`src/rtl/pipe_adder_pkg.sv`:
```
// Shared constants and the slice-width helper for the pipelined adder.
// Default geometry: 16-bit operands split across 4 stages.
package pipe_adder_pkg;

    localparam int DEF_WIDTH  = 16;
    localparam int DEF_STAGES = 4;

    function automatic int slice_width(input int width, input int stages);
        return width / stages;
    endfunction

endpackage

```
`src/rtl/pipe_adder_slice.sv`:
```
// add_slice: SW-bit ripple-carry adder, a + b + cin -> {cout, s}.
// Latency: purely combinational.
// Backpressure: none, no state.
module add_slice #(
    parameter int SW = 4
) (
    input  logic [SW-1:0] a,
    input  logic [SW-1:0] b,
    input  logic          cin,
    output logic [SW-1:0] s,
    output logic          cout
);

    always_comb begin
        logic c;
        c = cin;
        s = '0;
        for (int i = 0; i < SW; i++) begin
            s[i] = a[i] ^ b[i] ^ c;
            c    = (a[i] & b[i]) | (c & (a[i] ^ b[i]));
        end
        cout = c;
    end

endmodule

```
`src/rtl/pipe_adder.sv`:
```
// pipe_adder: WIDTH-bit adder split into STAGES slices, one slice per stage; PIPE_ADDER_OVF_EN adds signed overflow.
// Latency: STAGES cycles from acceptance to out_valid, one result per cycle sustained.
// Backpressure: valid/ready per stage with bubble collapsing; holds STAGES results when out_ready is low.
module pipe_adder
    import pipe_adder_pkg::*;
#(
    parameter int WIDTH  = DEF_WIDTH,
    parameter int STAGES = DEF_STAGES
) (
    input  logic             clk,
    input  logic             rst_n,
    input  logic             in_valid,
    output logic             in_ready,
    input  logic [WIDTH-1:0] a,
    input  logic [WIDTH-1:0] b,
    input  logic             cin,
    output logic             out_valid,
    input  logic             out_ready,
    output logic [WIDTH-1:0] sum,
    output logic             cout
`ifdef PIPE_ADDER_OVF_EN
    ,
    output logic             ovf
`endif
);

    localparam int SW = slice_width(WIDTH, STAGES);

    // Stage k holds the finished low (k+1)*SW sum bits and only the operand
    // bits above its slice, so register widths shrink/grow down the pipe.
    for (genvar k = 0; k < STAGES; k++) begin : g_stg
        logic [WIDTH-k*SW-1:0] a_rem;
        logic [WIDTH-k*SW-1:0] b_rem;
        logic                  c_in;
        logic                  v_in;
        logic                  adv;
        logic                  vld_q;
        logic                  cy_q;
        logic                  cy;
        logic [SW-1:0]         s;
        logic [(k+1)*SW-1:0]   sm_nxt;
        logic [(k+1)*SW-1:0]   sm_q;

        if (k == 0) begin : g_src
            assign a_rem  = a;
            assign b_rem  = b;
            assign c_in   = cin;
            assign v_in   = in_valid;
            assign sm_nxt = s;
        end else begin : g_src
            assign a_rem  = g_stg[k-1].g_op.a_q;
            assign b_rem  = g_stg[k-1].g_op.b_q;
            assign c_in   = g_stg[k-1].cy_q;
            assign v_in   = g_stg[k-1].vld_q;
            assign sm_nxt = {s, g_stg[k-1].sm_q};
        end

        if (k == STAGES - 1) begin : g_adv
            assign adv = out_ready || !vld_q;
        end else begin : g_adv
            assign adv = !vld_q || g_stg[k+1].adv;
        end

        add_slice #(.SW(SW)) u_slice (
            .a    (a_rem[SW-1:0]),
            .b    (b_rem[SW-1:0]),
            .cin  (c_in),
            .s    (s),
            .cout (cy)
        );

        always_ff @(posedge clk or negedge rst_n) begin
            if (!rst_n) begin
                vld_q <= 1'b0;
                cy_q  <= 1'b0;
                sm_q  <= '0;
            end else if (adv) begin
                vld_q <= v_in;
                if (v_in) begin
                    cy_q <= cy;
                    sm_q <= sm_nxt;
                end
            end
        end

        if (k < STAGES - 1) begin : g_op
            logic [WIDTH-(k+1)*SW-1:0] a_q;
            logic [WIDTH-(k+1)*SW-1:0] b_q;

            always_ff @(posedge clk) begin
                if (adv && v_in) begin
                    a_q <= a_rem[WIDTH-k*SW-1:SW];
                    b_q <= b_rem[WIDTH-k*SW-1:SW];
                end
            end
        end
    end

    assign in_ready  = !g_stg[0].vld_q || g_stg[0].adv;
    assign out_valid = g_stg[STAGES-1].vld_q;
    assign sum       = g_stg[STAGES-1].sm_q;
    assign cout      = g_stg[STAGES-1].cy_q;

`ifdef PIPE_ADDER_OVF_EN
    // The operand MSBs are still in flight at the last stage, so overflow is
    // resolved there alongside the top sum slice.
    logic a_msb;
    logic b_msb;
    logic s_msb;

    assign a_msb = g_stg[STAGES-1].a_rem[SW-1];
    assign b_msb = g_stg[STAGES-1].b_rem[SW-1];
    assign s_msb = g_stg[STAGES-1].s[SW-1];

    always_ff @(posedge clk or negedge rst_n) begin
        if (!rst_n) begin
            ovf <= 1'b0;
        end else if (g_stg[STAGES-1].adv && g_stg[STAGES-1].v_in) begin
            ovf <= (a_msb == b_msb) && (s_msb != a_msb);
        end
    end
`endif

endmodule
```
`config.mk`:
```
export PLATFORM = sky130hd
export DESIGN_NAME = pipe_adder
export DESIGN_NICKNAME = d
export VERILOG_FILES = /design/src/rtl/pipe_adder_pkg.sv /design/src/rtl/pipe_adder_slice.sv /design/src/rtl/pipe_adder.sv
export SDC_FILE = /design/constraint.sdc
export NUM_CORES = 1
export LEC_CHECK = 0
export CORE_MARGIN = 2
export CORE_UTILIZATION = 46
export DETAILED_ROUTE_END_ITERATION = 12
export GPL_ROUTABILITY_DRIVEN = 0
export PLACE_DENSITY = 0.73
export SKIP_LAST_GASP = 1
export SYNTH_ARGS = -nofsm -noshare
export SYNTH_HDL_FRONTEND = slang
export SYNTH_SLANG_ARGS = --single-unit
```
`constraint.sdc`:
```
create_clock -name clk -period 2.57 [get_ports clk]
set_input_delay 0.771 -clock clk [delete_from_list [all_inputs] [get_ports clk]]
set_output_delay 0.771 -clock clk [all_outputs]
set_load 0.1 [all_outputs]
```
# Yosys cells after proc, flatten, opt, wreduce, memory -nomap -nowiden
# Index checks and enable logic that the tools add are counted.
[totals]
mem_count = 0
input_bits = 37
reg_bits = 96
latchBits = 0
mem_bits_rw = 0
rom_bits = 0
[op_classes]
eq_ne = 0
n_mul = 0
bitwise_logic = 80
n_div = 0
n_shift = 0
muxes = 0
reduce_logical = 16
magnitude_cmp = 0
addsub = 0
[ops]
columns = ["operator", "n"]
rows = [
  ["bitwise AND 1 bit", 32],
  ["bitwise XOR 1 bit", 32],
  ["bitwise OR 1 bit", 16],
  ["AND reduction 2 bit", 4],
  ["logical OR 1 bit", 5],
  ["zero test 1 bit", 4],
  ["logical AND 1 bit", 3],
]

# Logic depth before layout (Yosys ltp)
[depth]
depth_word = 9
ltp_mapped = 8
ltp_nobuf = 8

# Modules after synthesis
# A second synthesis with hierarchy kept.
[unflattened]
cells_unflattened = 214
hier_area_um2 = 3734.8
[modules_own_cells]
columns = ["module", "cells_per_inst", "n_inst", "area_per_inst_um2", "seq_area_each_um2"]
rows = [
  ["pipe_adder", 158, 1, 3264.4, 2642.5],
  ["add_slice", 14, 4, 117.6, 0.0],
]

# Least setup slack after synthesis
# No wires, ideal clock.
[synth_timing]
path_kind = "register -> output"
start = "register g_stg[3].vld_q (netlist: out_valid)"
end = "output in_ready"
t_required_ns = 1.799
path_slack_ns = 0.034
stages_incl_launch_ff = 3
arrival_ns = 1.765
path_cell_list = "dfrtp_1 -> nand4b_4 -> or2_2"
[synth_between]
elab_chain_len = 6
[synth_rtl]
columns = ["item", "line", "source"]
rows = [
  ["start, declared", "pipe_adder.sv:37", "logic vld_q;"],
  ["start signal, assigned", "pipe_adder.sv:78", "vld_q <= v_in;"],
  ["zero test 1 bit", "pipe_adder.sv:59", "assign adv = out_ready || !vld_q;"],
  ["logical OR 1 bit", "pipe_adder.sv:59", ""],
  ["logical OR 1 bit (3 in series)", "pipe_adder.sv:61", "assign adv = !vld_q || g_stg[k+1].adv;"],
  ["logical OR 1 bit", "pipe_adder.sv:99", "assign in_ready = !g_stg[0].vld_q || g_stg[0].adv;"],
  ["end, declared", "pipe_adder.sv:13", "output logic in_ready,"],
]
# Every way passes these cells.

# Worst setup path in the final report
[layout_timing]
start = "input cin"
end = "register g_stg[0].sm_q[3]"
[layout_between]
elab_chain_len = 7
[layout_rtl]
columns = ["item", "line", "source"]
rows = [
  ["start, declared", "pipe_adder.sv:16", "input logic cin,"],
  ["bitwise AND 1 bit", "pipe_adder_slice.sv:20", "c = (a[i] & b[i]) | (c & (a[i] ^ b[i]));"],
  ["bitwise OR 1 bit", "pipe_adder_slice.sv:20", ""],
  ["bitwise AND 1 bit", "pipe_adder_slice.sv:20", ""],
  ["bitwise OR 1 bit", "pipe_adder_slice.sv:20", ""],
  ["bitwise AND 1 bit", "pipe_adder_slice.sv:20", ""],
  ["bitwise OR 1 bit", "pipe_adder_slice.sv:20", ""],
  ["bitwise XOR 1 bit", "pipe_adder_slice.sv:19", "s[i] = a[i] ^ b[i] ^ c;"],
  ["end signal, assigned", "pipe_adder.sv:81", "sm_q <= sm_nxt;"],
  ["end, declared", "pipe_adder.sv:42", "logic [(k+1)*SW-1:0] sm_q;"],
]
# Every way passes these cells.
# A chain may end at the register's enable or synchronous reset.

==> impl_metrics.csv <==
group,metric,value,unit
clock_tree,ctsLongestPathBuffers,2,
detailed_routing,drt_drc_violations_left,0,
clock_tree,clock_tree_from_tritoncts,"done",
power_and_ir_drop,p_seq_share,44.6,%
yosys,post_synth_arst_share,50.0,%
grt,globalRouteMet2Util,19.9,%
critical_path,worstSetupEndpointType,"flop",
grt,use_met1,17.6,%
critical_path,critical-path-max-stage-delay,0.42,ns
die,die_h,94.2,µm
grt,grt_antenna_before_repair,0,
sta,relSlewSlack,60.5,%
sta,unrepaired_setup_endpoints_after_global_routing,"false",
yosys,synth_largest_type_area_fraction,38.5,%
flow_run,max_cap_violations,0,
critical_path,r2r_cells,8,
yosys,syn-instance-count,214,
critical_path,reg2reg_slack,0.35,ns
critical_path,timing.setup.critical_path_class,"primary input to flop",
critical_path,crit_buf_inv,4,
yosys,synth.top_cells.by_area,"sky130_fd_sc_hd__edfxtp_1, sky130_fd_sc_hd__dfrtp_1, sky130_fd_sc_hd__mux2_2",
critical_path,timing.critical_path.slowest_stage_cell,"sky130_fd_sc_hd__clkdlybuf4s50_1",
sta,period_needed,2.49,ns
sta,worst_tran_pin_value,0.593,ns
critical_path,timing.critical_path.from_type,"primary input",
grt,grtUsageMet3,2.81,%
sta,finalWorstSetupSlack,0.0799,ns
die,core_area,7810,µm²
sta,hold_violations,0,
clock_tree,clock_latency_on_the_worst_skew_pair,0.35,ns
power_and_ir_drop,clkPwrFrac,16.9,%
yosys,synth_area,3740,µm²
critical_path,worst_r2r_endpoint,"g_stg[2].sm_q[11]",
detailed_routing,vias,1750,
critical_path,r2r_start,"g_stg[1].cy_q",
clock_tree,cts_max_level,3,
die,design.portCount,56,
yosys,commonest_cells_in_the_netlist,"sky130_fd_sc_hd__dfrtp_1, sky130_fd_sc_hd__edfxtp_1, sky130_fd_sc_hd__inv_1",
sta,clock_skew,0.00894,ns
sta,timing.final.setup_violations,0,
cells_and_area,final_layout_size_suffix_gt1_share,27.1,%
critical_path,cp_data_required_time,2.84,ns
grt,largest_net_degree_at_the_start_of_global_routing,28,
grt,grt_util_all_layers,13.1,%
detailed_routing,detail_route.wl_per_cell,13.1,µm
placed_design,place_hpwl,3830,µm
cells_and_area,finish.instance_area,4600,µm²
clock_tree,clock-sinks,96,
yosys,synth_seq_cells,96,
die,design.die.area,8870,µm²
critical_path,timing.critical_path.fanout_max,1,
detailed_routing,viasPerCell,4.49,
power_and_ir_drop,switching_share,41.1,%
detailed_routing,detail_route.wirelength,5100,µm
yosys,netlist-cell-type-count,15,
cells_and_area,antennaDiodeCount,0,
cells_and_area,finalCoreUtilization,58.9,%
critical_path,worstPathArrival,2.76,ns
critical_path,timing.critical_path.max_delay_family,"adder cells",
power_and_ir_drop,max-vdd-ir-drop,392,µV
yosys,yosysWarnings,0,
yosys,postSynth.topFlopCell,"sky130_fd_sc_hd__edfxtp_1",
placed_design,placed_area,4420,µm²
power_and_ir_drop,internal_power,0.00294,W
power_and_ir_drop,power_leakage,1.99,nW
clock_tree,cts_buffers,9,
die,floorplan.initialDensity,47.9,%
placed_design,place.port_buffers,55,
grt,globalRoute.busiestLayer,"met2",
sta,slew_viol_final,0,
critical_path,setup.worst_path.start,"cin",
cells_and_area,finish.net_count,336,
clock_tree,worst_setup_hold_path_clk_slew,0.09,ns
critical_path,total_stage_count_of_the_critical_path,9,
clock_tree,post_cts.repair.setup_buffers,0,
yosys,seq_area_frac_synth,70.7,%
yosys,synth_nets,267,
yosys,synth.avg_cell_area,17.5,µm²
sta,min_period_over_period,96.9,%
power_and_ir_drop,post-layout-total-power,0.00499,W
die,floorplan_die_width,94.2,µm
min_path,hold_class,"primary input to asynchronous set/reset pin",
die,core.rowCount,32,
outcome,result_of_the_run,"finished clean",
power_and_ir_drop,power.net_switching,0.00205,W
critical_path,setup.worst_path.end,"g_stg[0].sm_q[3]",
yosys,number_of_enable_flip_flop_cells_after_synthesis,48,
placed_design,post-place-ws,-0.359,ns
grt,wire_length_of_the_first_global_routing_pass,8660,µm
yosys,biggest_area_consumer_among_synthesized_cells,"sky130_fd_sc_hd__edfxtp_1",
power_and_ir_drop,powerDensity,1090,nW/µm²
clock_tree,cts_root_buf,"sky130_fd_sc_hd__clkbuf_8",
cells_and_area,area_growth,22.9,%
critical_path,cp_cell_sequence,"clkdlybuf4s50_1, fa_2, inv_1, fa_1, inv_1, fa_1, inv_1, fa_1, mux2i_1",
power_and_ir_drop,power_frac_comb,38.4,%
sta,max_freq,402,MHz
detailed_routing,detail_route.iter0.violations,97,
detailed_routing,drt_pass1_iterations,3,
grt,grt_remaining_overflow,0,
grt,first_global_vias,1828,
detailed_routing,antenna_violating_nets_post_route,0,
per-layer routing:
layer  share of wire [%]  vias up
met4                 1.6        0
met3                 4.2        4
li1                    -      847
met5                   0        -
met1                  46      863
met2                  48       36
timing repair:
| item | CTS | global route |
|---|---|---|
| endpoints found under the hold margin | 0 | 0 |
| hold buffers | 0 | 0 |
| gates resized for setup | 4 | 1 |
| setup endpoints to repair | 2 | 1 |
sequential cells by signal, summed over array words and instances, names as in the netlist:
signal,cells
out_valid,1
g_stg.vld_q,3
g_stg.g_op.b_q,24
g_stg.g_op.a_q,24
cout,1
g_stg.sm_q,24
g_stg.cy_q,3
sum,16
worst register-to-register path, cell delays in order (launching register included):
cell                      delay, ns
sky130_fd_sc_hd__dfrtp_1       0.42
sky130_fd_sc_hd__fa_1          0.42
sky130_fd_sc_hd__inv_1         0.07
sky130_fd_sc_hd__fa_1          0.15
sky130_fd_sc_hd__inv_1         0.05
sky130_fd_sc_hd__fa_1          0.37
sky130_fd_sc_hd__inv_1         0.10
sky130_fd_sc_hd__fa_1          0.45
sky130_fd_sc_hd__mux2i_1       0.13
stage by stage:
step,instances,hold WS [ns],TNS (ns)
6_report,390,0.417,0
4_1_cts,390,0.417,0
3_5_place_dp,374,0.405,-0.745
5_1_grt,390,0.431,0
2_1_floorplan,214,0.400,0
3_3_place_gp,374,0.403,-0.597
layout make-up:
| class | count | area [µm²] |
|---|---|---|
| Timing Repair Buffer | 60 | 573 |
| Sequential cell | 96 | 2640 |
| Tap cell | 102 | 128 |
| Clock buffer | 9 | 124 |
| Multi-Input combinational cell | 72 | 915 |
| Clock inverter | 7 | 48.8 |
| Fill cell | 588 | 3210 |
| Inverter | 44 | 165 |
power groups by stage:
stage	Sequential (W)	Clock (W)	Combinational, W
2_1_floorplan	0.00321	0	0.000500
3_3_place_gp	0.00225	0	0.00190
3_5_place_dp	0.00227	0	0.00194
4_1_cts	0.00223	0.000875	0.00194
5_1_grt	0.00228	0.000952	0.00203
6_report	0.00223	0.000845	0.00192
logic make-up (layout without fill, tap and decap cells):
kind of cell | count (synthesis) | after routing | share of synthesized area (%)
flops | 96 | 96 | 70.7
compound gates | 1 | 1 | 0.435
simple gates | 11 | 11 | 2.27
mux | 44 | 44 | 13.0
buf+inv | 46 | 120 | 5.02
fa+ha+maj | 16 | 16 | 8.56
layout by cell type, fill, tap and decap left out, types with 2 or more instances in the layout:
cell type / instances
sky130_fd_sc_hd__fa_1: 15
sky130_fd_sc_hd__buf_12: 3
sky130_fd_sc_hd__nand2b_1: 4
sky130_fd_sc_hd__clkinv_4: 3
sky130_fd_sc_hd__dfrtp_1: 48
sky130_fd_sc_hd__clkinvlp_4: 2
sky130_fd_sc_hd__buf_4: 21
sky130_fd_sc_hd__nand2_2: 3
sky130_fd_sc_hd__clkdlybuf4s50_1: 32
sky130_fd_sc_hd__mux2_4: 2
sky130_fd_sc_hd__clkinv_1: 2
sky130_fd_sc_hd__dlygate4sd2_1: 2
sky130_fd_sc_hd__inv_1: 44
sky130_fd_sc_hd__mux2i_1: 12
sky130_fd_sc_hd__edfxtp_1: 48
sky130_fd_sc_hd__clkbuf_8: 9
sky130_fd_sc_hd__mux2_2: 30
worst min path at each step:
stage | startpoint | end | slack [ns] | cells past startpoint
after floorplan | g_stg[0].g_op.a_q[4] | g_stg[1].g_op.a_q[0] | 0.40 | 0
after global placement | g_stg[1].g_op.b_q[7] | g_stg[2].g_op.b_q[3] | 0.40 | 0
after detailed placement | g_stg[0].g_op.a_q[4] | g_stg[1].g_op.a_q[0] | 0.40 | 0
after CTS | rst_n | g_stg[0].vld_q | 0.42 | 1
after global routing | rst_n | g_stg[0].vld_q | 0.43 | 1
final | rst_n | g_stg[0].vld_q | 0.42 | 1
Note: power is estimated with default switching activity, not from simulation.
